## config.mk

```make
export PLATFORM = sky130hd
export DESIGN_NAME = seq_slice_comparator
export DESIGN_NICKNAME = d
export VERILOG_FILES = /design/src/rtl/seq_slice_comparator.sv
export SDC_FILE = /design/constraint.sdc
export NUM_CORES = 1
export LEC_CHECK = 0
export CORE_UTILIZATION = 48
export CTS_CLUSTER_DIAMETER = 50
export CTS_CLUSTER_SIZE = 40
export DETAILED_ROUTE_END_ITERATION = 7
export HOLD_SLACK_MARGIN = 0.03
export PLACE_DENSITY = 0.76
export SYNTH_ARGS = -nofsm -noshare
export SYNTH_HDL_FRONTEND = slang
export SYNTH_SLANG_ARGS = --single-unit
export TNS_END_PERCENT = 5
```

## constraint.sdc

```tcl
create_clock -name clk -period 2.65 [get_ports clk]
set_input_delay 0.3975 -clock clk [delete_from_list [all_inputs] [get_ports clk]]
set_output_delay 0.3975 -clock clk [all_outputs]
set_load 0.05 [all_outputs]
```

## src/rtl/seq_slice_comparator.sv

```systemverilog
// seq_slice_comparator
//
// Multi-cycle magnitude comparator. Two WIDTH-bit operands are captured on a
// start request and compared SLICE bits per clock, most significant slice
// first, so no WIDTH-bit compare path is needed in a single cycle. Supports
// unsigned and two's-complement compares. The result is published as
// registered one-hot lt/gt/eq flags together with a one-cycle done pulse.
//
// Optional build macro: CMP_EARLY_EXIT_EN
//   defined   -> the first differing slice finishes the compare on that edge
//   undefined -> fixed latency of NSLICE RUN edges
//
// Ports:
//   clk         in   rising-edge clock
//   rst         in   synchronous active-high reset
//   start       in   compare request, sampled only while idle
//   in_a        in   operand A (WIDTH bits), captured on the accepting edge
//   in_b        in   operand B (WIDTH bits), captured on the accepting edge
//   signed_mode in   1 = two's-complement compare, 0 = unsigned
//   busy        out  high while a compare is in progress
//   done        out  one-cycle pulse when the flags are updated
//   out_lt      out  registered A < B
//   out_gt      out  registered A > B
//   out_eq      out  registered A == B
module seq_slice_comparator #(
    parameter int WIDTH = 16,
    parameter int SLICE = 4
) (
    input  logic             clk,
    input  logic             rst,
    input  logic             start,
    input  logic [WIDTH-1:0] in_a,
    input  logic [WIDTH-1:0] in_b,
    input  logic             signed_mode,
    output logic             busy,
    output logic             done,
    output logic             out_lt,
    output logic             out_gt,
    output logic             out_eq
);

    localparam int NSLICE = WIDTH / SLICE;
    localparam int IDXW   = (NSLICE > 1) ? $clog2(NSLICE) : 1;
    localparam logic [IDXW-1:0] LAST_IDX = IDXW'(NSLICE - 1);

    if ((WIDTH % SLICE) != 0) begin : g_bad_slice
        $error("seq_slice_comparator: SLICE must divide WIDTH exactly");
    end

    typedef enum logic {S_IDLE, S_RUN} state_t;
    typedef enum logic [1:0] {DEC_UND, DEC_LT, DEC_GT} dec_t;

    state_t           r_state, w_state_nxt;
    dec_t             r_dec, w_dec_nxt, w_dec_upd;
    logic [IDXW-1:0]  r_idx, w_idx_nxt;
    logic [WIDTH-1:0] r_a, r_b, w_a_nxt, w_b_nxt;
    logic             r_sgn, w_sgn_nxt;
    logic             r_busy, w_busy_nxt;
    logic             r_done, w_done_nxt;
    logic             r_lt, r_gt, r_eq, w_lt_nxt, w_gt_nxt, w_eq_nxt;

    logic [31:0]      w_lsb;
    logic [WIDTH-1:0] w_a_sh, w_b_sh;
    logic [SLICE-1:0] w_sa, w_sb;
    logic             w_flip;
    logic             w_finish;

    // Select the current slice by shifting it down to bit 0.
    assign w_lsb  = 32'(r_idx) * SLICE;
    assign w_a_sh = r_a >> w_lsb;
    assign w_b_sh = r_b >> w_lsb;

    // In signed mode the top slice is compared with the sign bits inverted,
    // which maps two's-complement order onto unsigned order.
    assign w_flip = r_sgn && (r_idx == LAST_IDX);

    always_comb begin
        w_sa = w_a_sh[SLICE-1:0];
        w_sb = w_b_sh[SLICE-1:0];
        w_sa[SLICE-1] = w_sa[SLICE-1] ^ w_flip;
        w_sb[SLICE-1] = w_sb[SLICE-1] ^ w_flip;
    end

    // A decision, once made by a more significant slice, is never overwritten.
    always_comb begin
        w_dec_upd = r_dec;
        if (r_dec == DEC_UND) begin
            if (w_sa < w_sb) begin
                w_dec_upd = DEC_LT;
            end else if (w_sa > w_sb) begin
                w_dec_upd = DEC_GT;
            end
        end
    end

`ifdef CMP_EARLY_EXIT_EN
    assign w_finish = (r_idx == '0) || (w_dec_upd != DEC_UND);
`else
    assign w_finish = (r_idx == '0);
`endif

    // Next-state and output logic
    always_comb begin
        w_state_nxt = r_state;
        w_dec_nxt   = r_dec;
        w_idx_nxt   = r_idx;
        w_a_nxt     = r_a;
        w_b_nxt     = r_b;
        w_sgn_nxt   = r_sgn;
        w_busy_nxt  = r_busy;
        w_done_nxt  = 1'b0;
        w_lt_nxt    = r_lt;
        w_gt_nxt    = r_gt;
        w_eq_nxt    = r_eq;
        case (r_state)
            S_IDLE: begin
                if (start) begin
                    w_a_nxt     = in_a;
                    w_b_nxt     = in_b;
                    w_sgn_nxt   = signed_mode;
                    w_idx_nxt   = LAST_IDX;
                    w_dec_nxt   = DEC_UND;
                    w_busy_nxt  = 1'b1;
                    w_state_nxt = S_RUN;
                end
            end
            S_RUN: begin
                w_dec_nxt = w_dec_upd;
                w_idx_nxt = r_idx - IDXW'(1);
                if (w_finish) begin
                    w_state_nxt = S_IDLE;
                    w_busy_nxt  = 1'b0;
                    w_done_nxt  = 1'b1;
                    w_lt_nxt    = (w_dec_upd == DEC_LT);
                    w_gt_nxt    = (w_dec_upd == DEC_GT);
                    w_eq_nxt    = (w_dec_upd == DEC_UND);
                end
            end
            default: begin
                w_state_nxt = S_IDLE;
                w_busy_nxt  = 1'b0;
            end
        endcase
    end

    // Control and result registers
    always_ff @(posedge clk) begin
        if (rst) begin
            r_state <= S_IDLE;
            r_dec   <= DEC_UND;
            r_idx   <= '0;
            r_busy  <= 1'b0;
            r_done  <= 1'b0;
            r_lt    <= 1'b0;
            r_gt    <= 1'b0;
            r_eq    <= 1'b0;
        end else begin
            r_state <= w_state_nxt;
            r_dec   <= w_dec_nxt;
            r_idx   <= w_idx_nxt;
            r_busy  <= w_busy_nxt;
            r_done  <= w_done_nxt;
            r_lt    <= w_lt_nxt;
            r_gt    <= w_gt_nxt;
            r_eq    <= w_eq_nxt;
        end
    end

    // Operand latches carry data only and need no reset.
    always_ff @(posedge clk) begin
        r_a   <= w_a_nxt;
        r_b   <= w_b_nxt;
        r_sgn <= w_sgn_nxt;
    end

    assign busy   = r_busy;
    assign done   = r_done;
    assign out_lt = r_lt;
    assign out_gt = r_gt;
    assign out_eq = r_eq;

endmodule

```

==> results of run 1 <==
## per-layer routing
metal	wire (um)	global-route usage (%)
met5	0	0
met3	180	4.55
met1	1200	21.9
met4	66	9.52
met2	1400	29.5
## worst max-delay path, cell delays in order (launching register included)
cell,delay (ps)
dfxtp_1,450
buf_4,230
mux4_1,570
ha_1,320
nor2b_1,150
o211ai_1,200
nand2_1,120
a32o_1,250
## worst paths after layout
kind | from | slack [ps] | depth (start not counted) | end
setup / recovery | r_idx[0] | 270 | 7 | out_gt
hold / removal | out_lt | 500 | 2 | out_lt
setup reg to reg | r_idx[0] | 270 | 7 | out_gt
hold reg to reg | out_lt | 500 | 2 | out_lt
## area by class of cell
class	instances	area (sq um)	share of cell area (%)
sequential	43	1190	52.1
clock inverter	3	38.8	1.70
inverter	7	26.3	1.15
multi-input combinational	46	490	21.5
clock buffer	5	37.5	1.64
timing repair buffer	44	443	19.4
tap	46	57.6	2.52
## state kept, by name (all words and copies together), names as in the netlist
register  cells
r_idx         2
r_b          16
r_state       1
r_dec         2
r_a          16
out_eq        1
done          1
r_sgn         1
out_gt        1
busy          1
out_lt        1
## kinds of logic (layout without fill, tap and decap cells)
family,after synthesis,after routing,synth area share (%)
simple gates,15,15,4.27
xor+xnor,2,2,1.01
fa+ha+maj,6,6,4.34
flops,43,43,68.8
mux,8,8,11.9
buf+inv,11,59,2.96
compound gates,15,15,6.65
## cell usage in the layout, fill, tap and decap left out, types with 2 or more instances in the layout
cell              n
ha_1              6
nor3_1            3
inv_1             7
buf_4             3
nor2_1            3
a211oi_1          3
a21oi_1           3
dfxtp_1          10
mux4_1            7
nand2_1           3
a32o_1            2
nand2b_1          2
clkbuf_4          5
edfxtp_1         33
clkdlybuf4s50_1  40
## where the power goes
part / switching (mW) / internal [mW]
logic: 0.122 / 0.139
registers: 0.0258 / 0.779
clock network: 0.198 / 0.194
==> results.md, run 1 <==
- GPL Wtd Cong: 0.733
- # IOs: 41
- Final Power: 1.46 mW
- Async SR Flop Fraction: 0%
- Final Hold Vio Count: 0
- Max Cap Viol: 0
- Worst EP required: 2890 ps
- Pwr/cell area: 638 nW/um^2
- Drt first pass iters: 4
- Setup-failing EPs final: 0
- CTS Buf Count: 5
- TritonCTS sink count: 43
- H-tree levels: 2
- Period minus WS final: approximately 2400 ps
- DRC: 0
- Diode count: 0
- # rows: 21
- Slew headroom: 62.4%
- Root Buffer: clkbuf_4
- Sequential area share after synthesis: just under 70%
- Critical path type: flip-flop to flip-flop
- Hold Path Class: flip-flop to flip-flop
- Share of cells above drive strength 1: roughly 9%
- Vias in the first global route: 1,095
- Post-synth top flop: edfxtp_1
- Synth cell types: 28
- Final WL: ~2800 um
- Yosys top cell area share: 57.3%
- Core area: around 3400 sq um
- Layout Skew: 6.32 ps
- Worst Setup Start Kind: flip-flop
- Most frequent cell after synthesis: edfxtp_1
- Port buffer count: 40
- Clk slew on worst S/H paths: 120 ps
- Post-route setup slack: 270 ps
- DP Worst Slack: a little under 300 ps
- Remaining antenna violation count: 0
- Final nets: 189
- WHS: 502 ps
- # hold bufs at CTS: 0
- Worst Tran Pin Value: 562 ps
- Die X: 62.0 um
- Fillers: 250
- PostCTS Resize Cnt: 0
- Die area: 3850 sq um
- Initial antenna violation count: 0
- Yosys warns: 0
- DR vias/cell: 5.28
- Clk Latency, worst-skew pair: 340 ps
- Worst setup EP type: flip-flop
- Die height: 62.0 um
- First-pass GRT wire length: 4730 um
- Avg Inst Size Synth: 17.3 sq um
- Synth area leaders: edfxtp_1 (57%), dfxtp_1 (12%), mux4_1 (11%)
- Global route overflow: 0
- Most common library cells after synthesis: edfxtp_1 (33), dfxtp_1 (10), inv_1 (7), mux4_1 (7), ha_1 (6)
- Longest Clk Path Bufs: 2
- CTS tree: yes
- Design area: 2280 sq um
- Post-CTS Setup Bufs: 0
- Finished Core Util: approximately two thirds
- Total number of vias: 1,025
- Leakage dissipation: 0.818 nW
- Mapped Nets: 142
- Highest clock rate: between 400 and 500 MHz
- Setup TNS: 0 ps
- Post-route insts no fill: 194
- Unrepaired setup endpoints after global routing: no
- Starting density of the core: approximately 51%
- Placed cell count: roughly 190
- Worst EP arrival: 2620 ps
- Flops & latches, synth: 43
- Synthesized cell area: between 1500 and 2000 sq um
- Max FO, Critical Path: 9
- Worst vdd ir: 0.439 mV
- Run status: complete, no violations
- Pin count of the biggest net entering global routing: 20
- Post-DP HPWL: 2120 um
- Overall routing resource usage: 18.0%
- Layout area overhead: 32.0%
- Max Slew Vio Count: 0
- Cell taking the most area after synthesis: edfxtp_1
- Iter 0 DRT Violations: 130
- Mapped Cells: 100
- Post-synth EDFFs: 33
- Drt wl/cell: between 10 and 15 um
- Placed Area: around 2200 sq um
- Fin crit share: 89.8%
(Power assumes the default switching activity.)
==> inputs of run 2 (changes only) <==
- GPL_ROUTABILITY_DRIVEN: not set -> 1
==> results of run 2 <==
The final DEF is identical to that of run 1; final timing and power are the same.
==> inputs of run 3 (changes only) <==
- clock period: 2.65 -> 2.4 ns (I/O delays scaled with it)
==> results.md, run 3 (synthesis results as in run 1) <==
- Run status: complete, no violations
- Longest Clk Path Bufs: 2
- Port buffer count: 40
- Largest regs: r_a x16, r_b x16
- Initial antenna violation count: 0
- Worst vdd ir: ~0.45 mV
- Fin crit share: 95.3%
- Setup-failing EPs final: 0
- Highest clock rate: ~440 MHz
- Setup TNS: 0 ps
- GPL Wtd Cong: just under 0.8
- Clk Latency, worst-skew pair: 360 ps
- Die X: 62.0 um
- # hold bufs at CTS: 0
- Drt first pass iters: 4
- Vias in the first global route: 1,063
- Clock power share: 24.4%
- CP top delay family: multiplexers
- # IOs: ~40
- Max FO, Critical Path: 9
- Share of cells above drive strength 1: around 11%
- Reg area: approximately 1200 sq um
- CTS tree: yes
- Pwr/cell area: 686 nW/um^2
- Iter 0 DRT Violations: 40
- Logic gate share of total power: 18.6%
- Die area: 3850 sq um
- Sw power: 0.421 mW
- Worst setup EP type: flip-flop
- Worst Tran Pin Value: 490 ps
- Clk slew on worst S/H paths: 130 ps
- Internal: 1.14 mW
- Sw frac: 27.0%
- Die height: 62.0 um
- Combined area of the multi-input logic cells: 495 sq um
- Global route overflow: 0
- Finished Core Util: 67.0%
- Overall routing resource usage: 17.8%
- Critical path type: flip-flop to flip-flop
- Worst EP required: about 2700 ps
- Worst Setup Start Kind: flip-flop
- Final Hold Vio Count: 0
- Root Buffer: clkbuf_4
- CTS Buf Count: 5
- Max Cap Viol: 0
- Commonest cells after routing, fill and taps aside: clkdlybuf4s50_1 (40), edfxtp_1 (33), dfxtp_1 (9), mux4_1 (7), inv_1 (7)
- Diode count: 0
- Leakage dissipation: 0.810 nW
- CP max stage cell: mux4_1
- H-tree levels: 2
- DRC: 0
- Critical Path Max Stage Delay: ~580 ps
- # rows: 21
- Post-route insts no fill: 194
- TritonCTS sink count: 43
- Worst EP arrival: 2550 ps
- Max Slew Vio Count: 0
- Period minus WS final: between 2000 and 2500 ps
- Unrepaired setup endpoints after global routing: no
- Critical Path, Cell by Cell: buf_6, mux4_1, ha_1, nor2b_1, o211ai_1, nand2_1, a32o_1
- Final nets: 189
- Drt wl/cell: 15.0 um
- First-pass GRT wire length: 4590 um
- Starting density of the core: 51.1%
- Part of the power in registers: 57.1%
- Placed cell count: between 150 and 200
- Post-DP HPWL: between 2000 and 2500 um
- Fillers: 236
- Commonest non-fill, non-tap cell in the layout: clkdlybuf4s50_1
- Total number of vias: just over 1,000
- Final WL: just under 3000 um
- Crit path buffers/inverters: 1
- Remaining antenna violation count: 0
- Pin count of the biggest net entering global routing: 26
- Core area: 3390 sq um
- Layout area overhead: 31.3%
- Slew headroom: 67.2%
- Layout Skew: between 10 and 15 ps
- Hold Path Class: flip-flop to flip-flop
- DR vias/cell: approximately 5.2
-- run 3: power by group through the flow --
stage | Sequential, mW | Clock [mW] | Combinational (mW)
6_report | 0.889 | 0.380 | 0.289
5_1_grt | 0.896 | 0.425 | 0.318
4_1_cts | 0.889 | 0.392 | 0.284
3_5_place_dp | 0.907 | 0 | 0.284
3_3_place_gp | 0.903 | 0 | 0.274
2_1_floorplan | 0.915 | 0 | 0.160
-- run 3: final timing paths --
check	from	endpoint	slack, ps	cells after the start
hold reg to reg	out_lt	out_lt	510	2
hold / removal	out_lt	out_lt	510	2
setup reg to reg	r_idx[0]	out_eq	110	7
setup / recovery	r_idx[0]	out_eq	110	7
-- run 3: final cells by class --
class,count,area share [%]
flip-flops and latches,43,52.6
clock inverters,3,1.16
repair buffers,44,19.1
inverters,7,1.16
well taps,46,2.53
clock buffers,5,1.65
multi-input cells,46,21.8
-- run 3: tightest hold or removal path, stage by stage (launching register included) --
cell and delay [ps]:
dfxtp_1 360, a32oi_1 60, o31ai_1 60
-- run 3: layer usage --
| layer | global-route usage [%] | up-vias | wire, um |
|---|---|---|---|
| li1 | - | 493 | - |
| met1 | 19.6 | 480 | 1130 |
| met2 | 31.0 | 38 | 1520 |
| met3 | 6.21 | 7 | 208 |
| met4 | 8.25 | 0 | 53 |
| met5 | 0 | - | 0 |
-- run 3: repair_timing --
item                       4_1_cts  5_1_grt
buffers inserted                 0        0
setup endpoints to repair        0        4
gates resized for setup          0        4
-- run 3: metrics by stage --
stage / setup slack (ps) / total power [mW] / hold slack [ps] / instance area, sq um
2_1_floorplan: 71.3 / 1.08 / 459 / 1730
3_3_place_gp: 109 / 1.18 / 449 / 2200
3_5_place_dp: 27.8 / 1.19 / 481 / 2200
4_1_cts: 6.27 / 1.57 / 515 / 2260
5_1_grt: 26.0 / 1.64 / 508 / 2270
6_report: 113 / 1.56 / 506 / 2270
